**src/rtl/if_stage.sv**
```systemverilog
// Instruction fetch stage with IF/ID pipeline register; one outstanding imem request at a time.
// Optional IF_FLUSH_CNT_EN adds a saturating count of branch redirect cycles on flush_count.
module if_stage #(
  parameter int unsigned PC_W     = 16,
  parameter int unsigned INSTR_W  = 16,
  parameter int unsigned PC_STEP  = 1,
  parameter int unsigned RESET_PC = 0
) (
  input  logic               clk,
  input  logic               rst,
  input  logic               PCWrite,
  input  logic               IFIDWrite,
  input  logic               branch_taken,
  input  logic [PC_W-1:0]    branch_target,
  output logic               imem_req,
  output logic [PC_W-1:0]    imem_addr,
  input  logic               imem_valid,
  input  logic [INSTR_W-1:0] imem_rdata,
  output logic [INSTR_W-1:0] ifid_instr,
  output logic [PC_W-1:0]    ifid_pc,
  output logic               ifid_valid
`ifdef IF_FLUSH_CNT_EN
 ,output logic [15:0]        flush_count
`endif
);

  typedef enum logic [1:0] {S_REQ, S_WAIT, S_HOLD, S_DROP} state_t;

  localparam logic [PC_W-1:0] STEP   = PC_W'(PC_STEP);
  localparam logic [PC_W-1:0] PC_RST = PC_W'(RESET_PC);

  state_t             state;
  logic [PC_W-1:0]    pc;
  logic [INSTR_W-1:0] hold_instr;
  logic [PC_W-1:0]    hold_pc;

  assign imem_req  = (state == S_REQ) && !rst;
  assign imem_addr = pc;

  always_ff @(posedge clk or posedge rst) begin
    if (rst) begin
      state      <= S_REQ;
      pc         <= PC_RST;
      hold_instr <= '0;
      hold_pc    <= '0;
      ifid_instr <= '0;
      ifid_pc    <= '0;
      ifid_valid <= 1'b0;
    end else if (branch_taken) begin
      pc         <= branch_target;
      ifid_instr <= '0;
      ifid_valid <= 1'b0;
      case (state)
        S_REQ:  state <= S_DROP;
        S_WAIT: state <= imem_valid ? S_REQ : S_DROP;
        S_HOLD: state <= S_REQ;
        // a stale response landing with the redirect retires the drop
        S_DROP: if (imem_valid) state <= S_REQ;
        default: state <= S_REQ;
      endcase
    end else begin
      case (state)
        S_REQ: state <= S_WAIT;
        S_WAIT: begin
          if (imem_valid) begin
            if (IFIDWrite) begin
              ifid_instr <= imem_rdata;
              ifid_pc    <= pc;
              ifid_valid <= 1'b1;
              if (PCWrite) pc <= pc + STEP;
              state <= S_REQ;
            end else begin
              hold_instr <= imem_rdata;
              hold_pc    <= pc;
              state      <= S_HOLD;
            end
          end else if (IFIDWrite) begin
            ifid_instr <= '0;
            ifid_valid <= 1'b0;
          end
        end
        S_HOLD: begin
          if (IFIDWrite) begin
            ifid_instr <= hold_instr;
            ifid_pc    <= hold_pc;
            ifid_valid <= 1'b1;
            if (PCWrite) pc <= pc + STEP;
            state <= S_REQ;
          end
        end
        S_DROP: begin
          if (IFIDWrite) begin
            ifid_instr <= '0;
            ifid_valid <= 1'b0;
          end
          if (imem_valid) state <= S_REQ;
        end
        default: state <= S_REQ;
      endcase
    end
  end

`ifdef IF_FLUSH_CNT_EN
  always_ff @(posedge clk or posedge rst) begin
    if (rst) begin
      flush_count <= '0;
    end else if (branch_taken && (flush_count != '1)) begin
      flush_count <= flush_count + 16'd1;
    end
  end
`endif

endmodule

```
**config.mk**
```make
export PLATFORM = sky130hd
export DESIGN_NAME = if_stage
export DESIGN_NICKNAME = d
export VERILOG_FILES = /design/src/rtl/if_stage.sv
export SDC_FILE = /design/constraint.sdc
export NUM_CORES = 1
export LEC_CHECK = 0
export ABC_AREA = 1
export CELL_PAD_IN_SITES_DETAIL_PLACEMENT = 1
export CELL_PAD_IN_SITES_GLOBAL_PLACEMENT = 2
export CORE_UTILIZATION = 32
export DETAILED_ROUTE_END_ITERATION = 12
export GPL_TIMING_DRIVEN = 0
export PLACE_DENSITY = 0.87
export SLEW_MARGIN = 30
export SYNTH_ARGS = -nofsm -noshare
export SYNTH_HDL_FRONTEND = slang
export SYNTH_SLANG_ARGS = --single-unit
```
**constraint.sdc**
```tcl
create_clock -name clk -period 5.4 [get_ports clk]
set_input_delay 1.08 -clock clk [delete_from_list [all_inputs] [get_ports clk]]
set_output_delay 1.08 -clock clk [all_outputs]
set_load 0.005 [all_outputs]
```
==> impl_summary.log <==
[metrics] via-per-instance ratio: 5.16
[metrics] slowest stage cell, crit path: clkdlybuf4s50_1
[metrics] width of the die: 123 um
[metrics] number of diodes: 0
[metrics] initial detailed-routing violation count: 198
[metrics] outcome: completed
[metrics] vias in the first global route: 4,478
[metrics] critical path fanouts, max: 2
[metrics] largest area contributor in the netlist: dfrtp_1
[metrics] number of port buffers: 86
[metrics] synthesized instance count: 597
[metrics] slowest stage delay, CP: 0.50 ns
[metrics] Die Outline Area: 15,000 um2
[metrics] area fraction of the dominant cell type after synthesis: 44.7%
[metrics] number of nets still failing antenna checks after routing: 0
[metrics] mean instance size in the synthesized netlist: 7.79 um2
[metrics] end of the worst hold path: hold_pc[6]
[metrics] Worst VDD drop: 0.162 mV
[metrics] Slew HR: 58.9%
[metrics] Placeable Area: 14,000 um2
[metrics] post-cts resize count: 0
[metrics] Tot GR Track Use: 21.4%
[metrics] final period utilization: 60.6%
[metrics] Fmax achieved: 0.306 GHz
[metrics] area after detailed placement: 5770 um2
[metrics] total I/O pin count: 88
[metrics] Slew Viols, Final: 0
[metrics] number of cells on the worst reg-to-reg path: 8
[metrics] nets in the synthesized netlist: 643
[metrics] leak pwr: 2.85 nW
[metrics] Synth area leaders: dfrtp_1 (45%), nand2_1 (15%), nand3_1 (11%), o21ai_0 (5.0%), mux2_2 (3.9%)
[metrics] Post-synth EDFFs: 0
[metrics] crit path capture type: primary output
[metrics] placed insts: 864
[metrics] share of layout cells above drive strength 1: 9.86%
[metrics] final sum of negative setup slack: 0 ns
[metrics] clock transition time at the flip-flop clock pins of the worst setup and hold paths: 0.07 ns
[metrics] area of the mapped netlist: 4650 um2
[metrics] Cells on Worst Hold Path: 2
[metrics] clock tree from TritonCTS: built
[metrics] area of all placed cells without fillers: 6100 um2
[metrics] number of optimization iterations in the first detailed-route pass: 4
[metrics] CP Launch Type: primary input
[metrics] Hold WC Path Type: reg -> reg
[metrics] max-capacitance violation count: 0
[metrics] share of synthesized flip-flops with an asynchronous set or reset: 100%
[metrics] Crit Path Category: in -> out
[metrics] clock latency reported for the late side of the worst-skew pair: 0.36 ns
[metrics] number of standard cells in the layout, taps in and fillers out: 880
[metrics] global route overflow: 0
[metrics] data required time of the critical path: 4.32 ns
[metrics] cell types with the highest counts after synthesis: nand2_1 (191), nand3_1 (106), dfrtp_1 (83), o21ai_0 (46), inv_1 (41)
[metrics] startpoint of the lowest-slack register-to-register path: state[0]
[metrics] count of state elements after synthesis: 83
[metrics] number of core rows: 43
[metrics] post-layout net count: 741
[metrics] wire per inst: 17.2 um
[metrics] CP Data Arrival Time: 2.19 ns
[metrics] Pwr Density: 495 nW/um2
[metrics] YS warnings: 0
[metrics] most common cell in the synthesized netlist: nand2_1
[metrics] chain of cells forming the critical path: clkdlybuf4s50_1 -> nor2_1 -> clkdlybuf4s50_1
[metrics] gpl congestion: 0.818
[metrics] CTS Buffer Depth: 2
[metrics] number of antenna violations at the first check in global routing: 0
[metrics] Hold Fails Final Rpt: 0
[metrics] layout-stage area growth over the synthesis result: 31.2%
[metrics] Register-to-Register Setup Slack: 3.32 ns
[metrics] Min Hold Slack: 0.480 ns
[metrics] largest net degree at the start of global routing: 46
[metrics] ys flop type: dfrtp_1
[metrics] DIE HEIGHT: 123 um
[metrics] Total Wirelength: 15,200 um
[metrics] skew final: 0.00729 ns
[metrics] via count: 4,544
[metrics] HPWL after detailed placement: 11,100 um
[metrics] distinct cell type count of the synthesized netlist: 33
[metrics] most frequent CP cell: clkdlybuf4s50_1
[metrics] TritonCTS sink count: 83
[metrics] slew at the pin with the worst max-slew slack: 0.617 ns
[metrics] Clock H-tree levels: 3
[metrics] wire length of the first global-routing pass: 24,300 um
[metrics] min Tclk post-route: 3.27 ns
[metrics] RSZ-0062 raised after global routing: false
[metrics] # DRC: 0
[metrics] number of buffers inserted during clock tree synthesis: 9
[metrics] quantity of hold-fixing buffers added after cts: 0
[metrics] CTS Root Buffer Type: clkbuf_16
[metrics] Critical R2R Capture: ifid_instr[3]
[metrics] sequential-to-total area share from yosys stat: 44.7%
[metrics] number of setup violations in the final report: 0
[metrics] Post CTS Setup Buffer Count: 0
[metrics] effective utilization at floorplan: 33.1%
[metrics] Min-Delay Startpoint: hold_pc[6]
[cells by family after synthesis]
logic type | after synthesis | share of synthesized area (%)
DFF | 83 | 44.7
AOI/OAI and AO/OA | 77 | 9.04
adders and majority gates | 8 | 2.15
buffers and inverters | 79 | 8.26
and+or+nand+nor | 331 | 31.4
muxes | 16 | 3.88
xor gates and xnor gates | 3 | 0.565
[worst max path at each step]
| stage | startpoint | to | depth (start not counted) |
|---|---|---|---|
| floorplan | rst | hold_instr[0] | 1 |
| global placement | rst | imem_addr[9] | 2 |
| detailed placement | rst | imem_req | 3 |
| CTS | rst | imem_req | 3 |
| global route | rst | imem_req | 3 |
| finish | rst | imem_req | 3 |
[worst max-delay path: cells and delay by family]
kind	cells	cell delay (ns)
buffers and inverters	2	0.98
and+or+nand+nor	1	0.13
[power by group]
part	internal [mW]	switching, mW
Sequential	0.864	0.190
Combinational	0.564	0.697
Clock	0.414	0.290
[final cells by class]
class	count	area [um2]
plain buffers	35	214
clock buffers	9	225
clock inverters	7	105
fillers	1678	7940
inverters	44	175
multi-input cells	435	2190
flip-flops and latches	83	2080
well taps	180	225
repair buffers	87	888
[placed cells by master (no fill, tap or decap), types with 2 or more instances in the layout]
cell type,synthesis,routed
nand3_1,106,106
a31oi_1,16,16
dfrtp_1,83,83
nand4_1,4,4
bufinv_16,0,2
buf_2,12,12
clkbuf_16,0,9
clkdlybuf4s50_1,0,86
nand2_4,2,2
buf_4,2,2
o21ai_1,7,7
o211ai_1,2,2
nand2_1,191,191
inv_6,0,4
buf_6,8,8
nor2_4,2,2
mux2_2,16,16
xor2_1,3,3
o21ai_0,46,46
nor2_1,20,20
inv_4,2,2
a21oi_1,2,2
ha_1,8,8
clkbuf_1,12,12
inv_1,41,40
[registers in the layout, summed over array words and instances, names as in the netlist]
name,count
ifid_instr,16
hold_instr,16
ifid_pc,16
hold_pc,16
state,2
ifid_valid,1
imem_addr,16
[per-stage QoR]
| step | setup slack (ns) | utilization, % | power [mW] |
|---|---|---|---|
| finish | 2.13 | 43.4 | 3.02 |
| CTS | 2.12 | 43.4 | 3.05 |
| detailed placement | 2.11 | 41.1 | 2.33 |
| global route | 2.10 | 43.4 | 3.25 |
| floorplan | 2.18 | - | 1.77 |
| global placement | 0.640 | 40.8 | 2.27 |
[routing by layer]
| layer | up-vias | GRT usage [%] | wire, um |
|---|---|---|---|
| met2 | 103 | 33.4 | 7160 |
| met4 | 0 | 5.18 | 152 |
| li1 | 2172 | - | - |
| met5 | - | 0 | 0 |
| met3 | 14 | 4.69 | 783 |
| met1 | 2255 | 29.9 | 7070 |
(Power assumes the default switching activity.)
